<file path="config.mk">
export PLATFORM = sky130hd
export DESIGN_NAME = bcd_tick_counter
export DESIGN_NICKNAME = d
export VERILOG_FILES = /design/src/rtl/bcd_tick_counter.sv
export SDC_FILE = /design/constraint.sdc
export NUM_CORES = 1
export LEC_CHECK = 0
export CAP_MARGIN = 40
export CORE_MARGIN = 2
export CORE_UTILIZATION = 50
export CTS_CLUSTER_DIAMETER = 40
export CTS_CLUSTER_SIZE = 24
export DETAILED_ROUTE_END_ITERATION = 7
export PLACE_DENSITY_LB_ADDON = 0.2
export SLEW_MARGIN = 20
export SYNTH_ARGS = -nofsm -noshare
export SYNTH_HDL_FRONTEND = slang
export SYNTH_SLANG_ARGS = --single-unit
</file>
<file path="constraint.sdc">
create_clock -name inClk -period 5.3 [get_ports inClk]
set_clock_uncertainty 0.05 [all_clocks]
set_input_delay 1.06 -clock inClk [delete_from_list [all_inputs] [get_ports inClk]]
set_output_delay 1.06 -clock inClk [all_outputs]
set_load 0.005 [all_outputs]
</file>
<file path="src/rtl/bcd_tick_counter.sv">
// bcd_tick_counter
//   Multi-digit BCD event counter driven by the rising edges of a divided
//   clock (tickIn). tickIn is in the inClk domain, and its edges are detected
//   against a one-cycle-delayed copy.
//   Ports:
//     inClk      - system clock, all state updates on posedge
//     reset      - asynchronous, active-low
//     tickIn     - divider output (level), counted on 0->1
//     enable     - 1 = count detected edges, 0 = hold
//     upDown     - 1 = up, 0 = down
//     clear      - synchronous clear (highest priority)
//     load       - synchronous parallel load of loadValue
//     loadValue  - BCD load value, digit 0 in [3:0]
//     countOut   - registered BCD count
//     wrapPulse  - one-cycle pulse on 99..9 -> 0 or 0 -> 99..9
//     loadErr    - one-cycle pulse when a load holds a non-BCD nibble

// One BCD digit of the increment/decrement chain. cin means "this digit
// moves"; cout means it rolled over and the next digit must move too.
module bcd_digit_step (
   input  logic       up,
   input  logic       cin,
   input  logic [3:0] d,
   output logic [3:0] q,
   output logic       cout
);
   always_comb begin
      q    = d;
      cout = 1'b0;
      if (cin) begin
         if (up) begin
            if (d == 4'd9) begin
               q    = 4'd0;
               cout = 1'b1;
            end else begin
               q = d + 4'd1;
            end
         end else begin
            if (d == 4'd0) begin
               q    = 4'd9;
               cout = 1'b1;
            end else begin
               q = d - 4'd1;
            end
         end
      end
   end
endmodule

module bcd_tick_counter #(
   parameter int DIGITS = 2
) (
   input  logic                  inClk,
   input  logic                  reset,
   input  logic                  tickIn,
   input  logic                  enable,
   input  logic                  upDown,
   input  logic                  clear,
   input  logic                  load,
   input  logic [4*DIGITS-1:0]   loadValue,
   output logic [4*DIGITS-1:0]   countOut,
   output logic                  wrapPulse,
   output logic                  loadErr
);
   logic [DIGITS-1:0][3:0] count_q, count_d, step_val, load_dig;
   logic [DIGITS:0]        carry;
   logic [DIGITS-1:0]      nib_ok;
   logic                   tick_prev_q, tick_prev_d;
   logic                   wrap_q, wrap_d;
   logic                   load_err_q, load_err_d;
   logic                   tick_edge, load_ok;

   assign load_dig = loadValue;
   assign carry[0] = 1'b1;

   for (genvar g = 0; g < DIGITS; g++) begin : g_dig
      bcd_digit_step u_dig (
         .up   (upDown),
         .cin  (carry[g]),
         .d    (count_q[g]),
         .q    (step_val[g]),
         .cout (carry[g+1])
      );
      assign nib_ok[g] = (load_dig[g] <= 4'd9);
   end

   assign load_ok   = &nib_ok;
   // tickIn is used live, so the count moves on the very edge that first
   // samples tickIn high.
   assign tick_edge = tickIn & ~tick_prev_q;

   always_comb begin
      count_d     = count_q;
      wrap_d      = 1'b0;
      load_err_d  = 1'b0;
      tick_prev_d = tickIn;
      if (clear) begin
         count_d = '0;
      end else if (load) begin
         // A rejected load still consumes the cycle: any tick is dropped.
         if (load_ok) count_d    = load_dig;
         else         load_err_d = 1'b1;
      end else if (tick_edge && enable) begin
         count_d = step_val;
         wrap_d  = carry[DIGITS];
      end
   end

   always_ff @(posedge inClk or negedge reset) begin
      if (!reset) begin
         count_q     <= '0;
         wrap_q      <= 1'b0;
         load_err_q  <= 1'b0;
         // Start "high" so a tickIn already at 1 on release is not an edge.
         tick_prev_q <= 1'b1;
      end else begin
         count_q     <= count_d;
         wrap_q      <= wrap_d;
         load_err_q  <= load_err_d;
         tick_prev_q <= tick_prev_d;
      end
   end

   assign countOut  = count_q;
   assign wrapPulse = wrap_q;
   assign loadErr   = load_err_q;
endmodule

</file>
== Yosys cells after proc, flatten, opt, wreduce, memory -nomap -nowiden ==
Index checks and enable logic that the tools add are counted.

* Register bits: 11
* Output and inout bits: 10
* Logic and storage cells: 48

* $add $sub $neg: 4
* $lt $le $gt $ge: 2
* Equal/unequal tests: 3
* Multiplexer cells: 24
* Bitwise operators: 2
* Reduce and logical (&&, ||, !) cells: 8

{| class="wikitable"
|+ Operator list
! cell !! number
|-
| $mux W8 || 4
|-
| $mux W4 || 7
|-
| $mux W1 || 13
|-
| $add A4 B1 Y4 const B || 2
|-
| $eq A4 B4 Y1 const B || 2
|-
| $le A4 B4 Y1 const B || 2
|-
| $logic_not A4 Y1 || 2
|-
| $sub A4 B1 Y4 const B || 2
|-
| $reduce_bool A3 Y1 || 2
|-
| $reduce_and A2 Y1 || 2
|-
| $ne A3 B2 Y1 const B || 1
|-
| $reduce_and A3 Y1 || 1
|-
| $and A1 B1 Y1 || 1
|-
| $logic_and A1 B1 Y1 || 1
|-
| $not A1 Y1 || 1
|}

== Longest topological paths before layout ==
Gate-level depths: netlist of the first run.

* Depth after elaboration: 7
* Depth in mapped cells: 6

== Modules after synthesis ==
Synthesis of the first run repeated with hierarchy kept, for this count alone.

* Cell total of the unflattened synthesis: 104
* Area total of the unflattened synthesis: 1028.5 sq um

{| class="wikitable"
|+ By module, submodules not included
! module !! instances !! cells each !! area each (sq um)
|-
| bcd_tick_counter || 1 || 42 || 595.6
|-
| bcd_digit_step || 2 || 31 || 216.5
|}

== Worst setup path before layout of the first run ==
Ideal clock, no wire load.

* Path type: input to register
* From: input port upDown
* To: register count_q, in the netlist countOut[6]
* Setup time: 125 ps
* Data arrival time: 2374 ps
* Data required time: 5125 ps
* Path slack: 2751 ps
* Cell stages on the path: 4
* Path buffers: 0
* Cells stage by stage: or3b_2 -> a211o_1 -> a21oi_4 -> mux2_2

* Cells in the longest elaborated chain, start to end: 5
* Elaborated cells between the ends (all ways): 8

{| class="wikitable"
|+ Ends and longest elaborated chain
! what !! RTL line !! RTL
|-
| start: declaration || 57 || <nowiki>input logic upDown,</nowiki>
|-
| $mux W4 || 31 || <nowiki>if (up) begin</nowiki>
|-
| $mux W4 || 30 || <nowiki>if (cin) begin</nowiki>
|-
| $mux W8 || 103 || <nowiki>end else if (tick_edge && enable) begin</nowiki>
|-
| $mux W8 || 99 || <nowiki>end else if (load) begin</nowiki>
|-
| $mux W8 || 97 || <nowiki>if (clear) begin</nowiki>
|-
| end signal: assignment || 117 || <nowiki>count_q <= count_d;</nowiki>
|-
| end: declaration || 65 || <nowiki>logic [DIGITS-1:0][3:0] count_q, count_d, step_val, load_dig;</nowiki>
|}

Parallel ways exist; a longest one is shown, timed or not. The select of a mux whose other input is x is not followed.
A chain may end at the register's enable or synchronous reset.

== Final worst setup path of the first run ==
Same ends and word-level chain as after synthesis.

==> run_results.csv, run 1 <==
group,metric,value,unit
placed_design,dp_slack,2.018,ns
critical_path,cp.arrival,3.13,ns
clock_network,clk_pin_slew,0.07,ns
placed_design,globalplace.congestion,0.8447,
layout,final_cell_area,1216,µm²
layout,final_common_cell,"clkdlybuf4s50_1",
sta,hold_viol,0,
layout,mostFrequentLayoutCells,"clkdlybuf4s50_1, nor2_1, nand2_1, dfrtp_1",
global_routing,track_usage,0.2175,
yosys,ys_warn_count,0,
yosys,syn_avg_cell_area,8.723,µm²
yosys,ys_types,43,
route,vias,889,
yosys,ys_ff_latch,11,
yosys,syn_area,933.4,µm²
critical_path,crit_path_start,"upDown",
yosys,synth_flop_cell,"dfrtp_1",
yosys,ys_seq_area_frac,0.2962,
die,coreArea,1745,µm²
route,dr.pass1.iters,5,
placed_design,dpl_cell_area,1189,µm²
run,drv_cap,0,
yosys,yosys.area.top_type,"dfrtp_1",
placed_design,numPortBuffers,24,
critical_path,worstPathMaxFanout,14,
critical_path,path_class,"in -> reg",
global_routing,grt_pass1_vias,728,
die,row_count,15,
route,ant_nets,0,
die,dieArea,2228,µm²
die,ios,25,
clock_network,cts_tree,"built",
layout,multi_input_area,614.3,µm²
sta,setup_ws,2.269,ns
die,die_h,47.21,µm
hold_path,hp-class,"reg -> reg",
critical_path,end_kind,"flop",
sta,slew_violations,0,
sta,setup_tns,0,ns
critical_path,critPathRequiredTime,5.40,ns
clock_network,cts_resized,0,
yosys,syn_nets,129,
outcome,status,"finished clean",
sta,rsz0062_at_grt,"false",
route,post_drt_via_cell_ratio,5.699,
hold_path,hold_start,"countOut[1]",
route,drtIter0Drc,28,
sta,fin_crit,3.031,ns
layout,antennaDiodeCount,0,
clock_network,clkSinkCount,11,
yosys,synth_async_sr_flop_share,1.000,
sta,max_freq,0.3299,GHz
yosys,synth_cells,107,
sta,fin_crit_sh,0.5719,
clock_network,cts_buffers,3,
global_routing,grt_first_pass_wirelength,3367,µm
pwr,peakVddDrop,0.0001130,V
clock_network,h-tree-depth,1,
yosys,synth_area_leaders,"dfrtp_1, ha_1, nor2_1, mux2i_1, a211oi_1",
global_routing,grt_overflow,0,
placed_design,dp.final_hpwl,1735,µm
clock_network,root_buffer,"clkbuf_4",
critical_path,r2r-start,"countOut[0]",
layout,regArea,276.5,µm²
sta,max_slew_margin,0.3859,
yosys,synth_edf_count,0,
sta,setup_viol,0,
layout,nets,154,
layout,drive_gt1_frac,0.1298,
pwr,p_leak,0.5176,nW
layout,areaGrowthSynthToFinish,30.30,%
clock_network,cts_hold_buffers,0,
global_routing,antenna_found_initial,0,
yosys,yosysTopAreaCellShare,0.2681,
global_routing,grt_start_max_net_pins,15,
die,start_util,0.5348,
pwr,power_density,241.9,nW/µm²
route,avgRoutedWirePerCell,14.43,µm
route,wl,2251,µm
clock_network,clk_path_buf_depth,2,
clock_network,worst_skew_pair.late_latency,0.26,ns
layout,fillers,146,
route,drc,0,
sta,worst_slew_pin_slew,0.9212,ns
critical_path,start_kind,"primary input",
die,die_x,47.21,µm
clock_network,post_cts_buffers,0,
-- cells in the mapped netlist, types with 2 or more instances --
| cell type | count |
|---|---|
| a21oi_1 | 2 |
| nor4_1 | 2 |
| ha_1 | 7 |
| a31oi_1 | 4 |
| nand2_1 | 10 |
| clkbuf_1 | 3 |
| inv_1 | 7 |
| o21ai_0 | 4 |
| nor2_1 | 11 |
| or2_2 | 2 |
| a211o_1 | 2 |
| nand3_1 | 2 |
| a211oi_1 | 5 |
| dfrtp_1 | 10 |
| mux2i_1 | 4 |
| nor2b_1 | 4 |
| nand4_1 | 2 |
-- power by group --
part / internal (mW) / total, mW / switching [mW]
Clock: 0.0279 / 0.0569 / 0.0290
Combinational: 0.0666 / 0.119 / 0.0523
Sequential: 0.0948 / 0.118 / 0.0236
-- cell families (layout without fill, tap and decap cells) --
kind of cell | after synthesis | count (layout) | share of synthesized area
compound gates | 29 | 29 | 0.2400
fa+ha+maj | 7 | 7 | 0.09383
buf+inv | 11 | 35 | 0.04558
flops | 11 | 11 | 0.2963
mux | 6 | 6 | 0.07104
simple gates | 43 | 43 | 0.2534
-- per-layer routing --
metal / wire, µm / up-vias / global-route usage
met5: 0 / - / 0
met4: 22 / 0 / 0.09444
met3: 143 / 2 / 0.03462
met2: 982 / 40 / 0.3260
met1: 1103 / 406 / 0.3072
li1: - / 441 / -
-- cell type report --
cell class | instances | area share
Clock inverter | 1 | 0.004115
Sequential cell | 11 | 0.2274
Multi-Input combinational cell | 85 | 0.5051
Tap cell | 25 | 0.02572
Timing Repair Buffer | 24 | 0.1975
Inverter | 7 | 0.02160
Clock buffer | 3 | 0.01852
-- worst paths after layout --
path | endpoint | slack [ns] | depth (start not counted)
max | countOut[6] | 2.27 | 5
min | countOut[1] | 0.61 | 2
max reg2reg | countOut[6] | 2.93 | 6
min reg2reg | countOut[1] | 0.61 | 2
max in group asynchronous | tick_prev_q | 3.77 | 1
min in group asynchronous | countOut[7] | 1.07 | 1
-- state kept, by name, summed over array words and instances (netlist names) --
register	count
tick_prev_q	1
loadErr	1
countOut	8
wrapPulse	1
-- critical path, stage by stage --
cell	delay [ns]
clkdlybuf4s50_1	0.61
or3b_2	0.54
a211o_1	0.35
a21oi_4	0.21
mux2_2	0.36
-- stage by stage --
stage,hold WS (ns),util,power [mW],instances
after floorplan,0.5580,-,0.1866,107
after detailed placement,0.6020,0.6810,0.2376,152
after global placement,0.5976,0.6810,0.2346,152
after CTS,0.6121,0.6968,0.2951,156
after global routing,0.6445,0.6968,0.3161,156
final,0.6120,0.6968,0.2942,156
Power figures use the tool's default switching activity.
==> run 2, diff against run 1 <==
--- a/config.mk
+++ b/config.mk
@@ -7,7 +7,7 @@
 export LEC_CHECK = 0
 export CAP_MARGIN = 40
 export CORE_MARGIN = 2
-export CORE_UTILIZATION = 50
+export CORE_UTILIZATION = 47
 export CTS_CLUSTER_DIAMETER = 40
 export CTS_CLUSTER_SIZE = 24
 export DETAILED_ROUTE_END_ITERATION = 7
==> constraint.sdc (replaced) <==
create_clock -name inClk -period 3.04 [get_ports inClk]
set_clock_uncertainty 0.05 [all_clocks]
set_input_delay 0.608 -clock inClk [delete_from_list [all_inputs] [get_ports inClk]]
set_output_delay 0.608 -clock inClk [all_outputs]
set_load 0.005 [all_outputs]
==> run 2 against run 1 <==
  * Critical path depth is 1 higher
  * Die area is 5.8% higher
  * Critical endpoint unchanged
  * Final area is 2.0% higher
  * Critical path type is now reg -> reg
  * Register-to-register slack worse by 2.3 ns
  * Total power is 75% higher
  * Non-clock buffer count is 3 higher
  * Highest routed layer unchanged
  * Setup slack worse by 1.6 ns
  * Final cell count is 3.2% higher
  * Sequential power is 72% higher
  * Sequential cell count stayed put
  * Utilization is 5.2 points lower
==> run_results.csv, run 2 (synthesis gave the netlist of run 1 again) <==
group,metric,value,unit
outcome,status,"finished clean",
route,post_drt_via_cell_ratio,5.602,
clock_network,post_cts_buffers,0,
route,dr.pass1.iters,4,
layout,final_util,0.6452,
placed_design,dp_slack,0.4656,ns
sta,worst_hold_slack,0.6084,ns
sta,setup_viol,0,
sta,rsz0062_at_grt,"false",
die,coreArea,1922,µm²
global_routing,grt_overflow,0,
global_routing,grt_start_max_net_pins,14,
clock_network,clkSinkCount,11,
sta,setup_ws,0.6750,ns
layout,antennaDiodeCount,0,
run,drv_cap,0,
layout,regArea,276.5,µm²
layout,final_common_cell,"clkdlybuf4s50_1",
die,die_h,48.57,µm
placed_design,dp.final_hpwl,1729,µm
critical_path,start_kind,"flop",
die,die_x,48.57,µm
global_routing,track_usage,0.1889,
die,start_util,0.4857,
pwr,power_density,415.9,nW/µm²
sta,max_freq,0.4228,GHz
clock_network,clk_path_buf_depth,2,
critical_path,cp.arrival,2.47,ns
critical_path,worstPathMaxFanout,7,
layout,nets,157,
placed_design,numPortBuffers,24,
critical_path,end_kind,"flop",
die,dieArea,2359,µm²
layout,mostFrequentLayoutCells,"clkdlybuf4s50_1, nor2_1, nand2_1, dfrtp_1",
sta,hold_viol,0,
pwr,p_leak,0.5294,nW
global_routing,grt_first_pass_wirelength,3491,µm
layout,areaGrowthSynthToFinish,32.84,%
route,vias,902,
global_routing,antenna_found_initial,0,
clock_network,root_buffer,"clkbuf_4",
sta,fin_crit,2.365,ns
pwr,peakVddDrop,0.0001735,V
sta,slew_violations,0,
placed_design,dp_cells,157,
layout,largest_reg_flops,8,
route,avgRoutedWirePerCell,13.97,µm
layout,final_cell_area,1240,µm²
clock_network,clk_pin_slew,0.07,ns
critical_path,critPathRequiredTime,3.14,ns
clock_network,worst_skew_pair.late_latency,0.26,ns
critical_path,path_class,"reg -> reg",
hold_path,hp-class,"reg -> reg",
clock_network,cts_resized,0,
placed_design,globalplace.congestion,0.8291,
route,drtIter0Drc,14,
clock_network,cts_hold_buffers,0,
clock_network,cts_buffers,3,
sta,max_slew_margin,0.6488,
layout,fillers,171,
clock_network,cts_tree,"built",
layout,multi_input_area,614.3,µm²
die,ios,25,
route,drc,0,
global_routing,grt_pass1_vias,721,
pwr,fin_total_pwr,515.7,µW
placed_design,dpl_cell_area,1214,µm²
die,row_count,16,
route,ant_nets,0,
layout,fin_cells,161,
layout,drive_gt1_frac,0.1418,
sta,setup_tns,0,ns
sta,fin_crit_sh,0.7779,
route,wl,2249,µm
sta,worst_slew_pin_slew,0.5249,ns
clock_network,h-tree-depth,1,
run 2: cell types whose count changed in the layout (fill, tap and decap cells not counted):
cell      change
buf_4         +3
clkbuf_1      +1
clkinv_2      -1
run 2: cell type report:
| cell class | instances | share of cell area |
|---|---|---|
| Multi-Input combinational cell | 85 | 0.4955 |
| Sequential cell | 11 | 0.2230 |
| Timing Repair Buffer | 27 | 0.2119 |
| Tap cell | 27 | 0.02725 |
| Clock buffer | 4 | 0.02119 |
| Inverter | 7 | 0.02119 |
run 2: final timing paths:
| check | from | slack [ns] | end | cells after the start |
|---|---|---|---|---|
| max | countOut[1] | 0.68 | countOut[6] | 6 |
| min | countOut[1] | 0.61 | countOut[1] | 2 |
| max reg2reg | countOut[1] | 0.68 | countOut[6] | 6 |
| min reg2reg | countOut[1] | 0.61 | countOut[1] | 2 |
| max in group asynchronous | reset | 1.96 | tick_prev_q | 1 |
| min in group asynchronous | reset | 0.62 | countOut[0] | 1 |
run 2: worst max-delay path, stage by stage, from the launching register on:
cell     delay (ns)
dfrtp_1        0.45
inv_1          0.13
ha_1           0.25
or3b_2         0.46
a211o_1        0.35
a21oi_4        0.21
mux2_2         0.35
run 2: routing by layer:
metal  vias to the layer above  global-route usage  wire length, µm
met1                       423              0.2642             1095
met5                         -                   0                0
li1                        448                   -                -
met4                         0             0.08571               38
met3                         4             0.03704              114
met2                        27              0.2824             1001
run 2: report_power, final:
part	switching [mW]	leakage (nW)	internal (mW)
registers	0.0370	0.139	0.166
clock network	0.0461	0.0150	0.0507
logic	0.0957	0.375	0.121
total	0.179	0.529	0.337
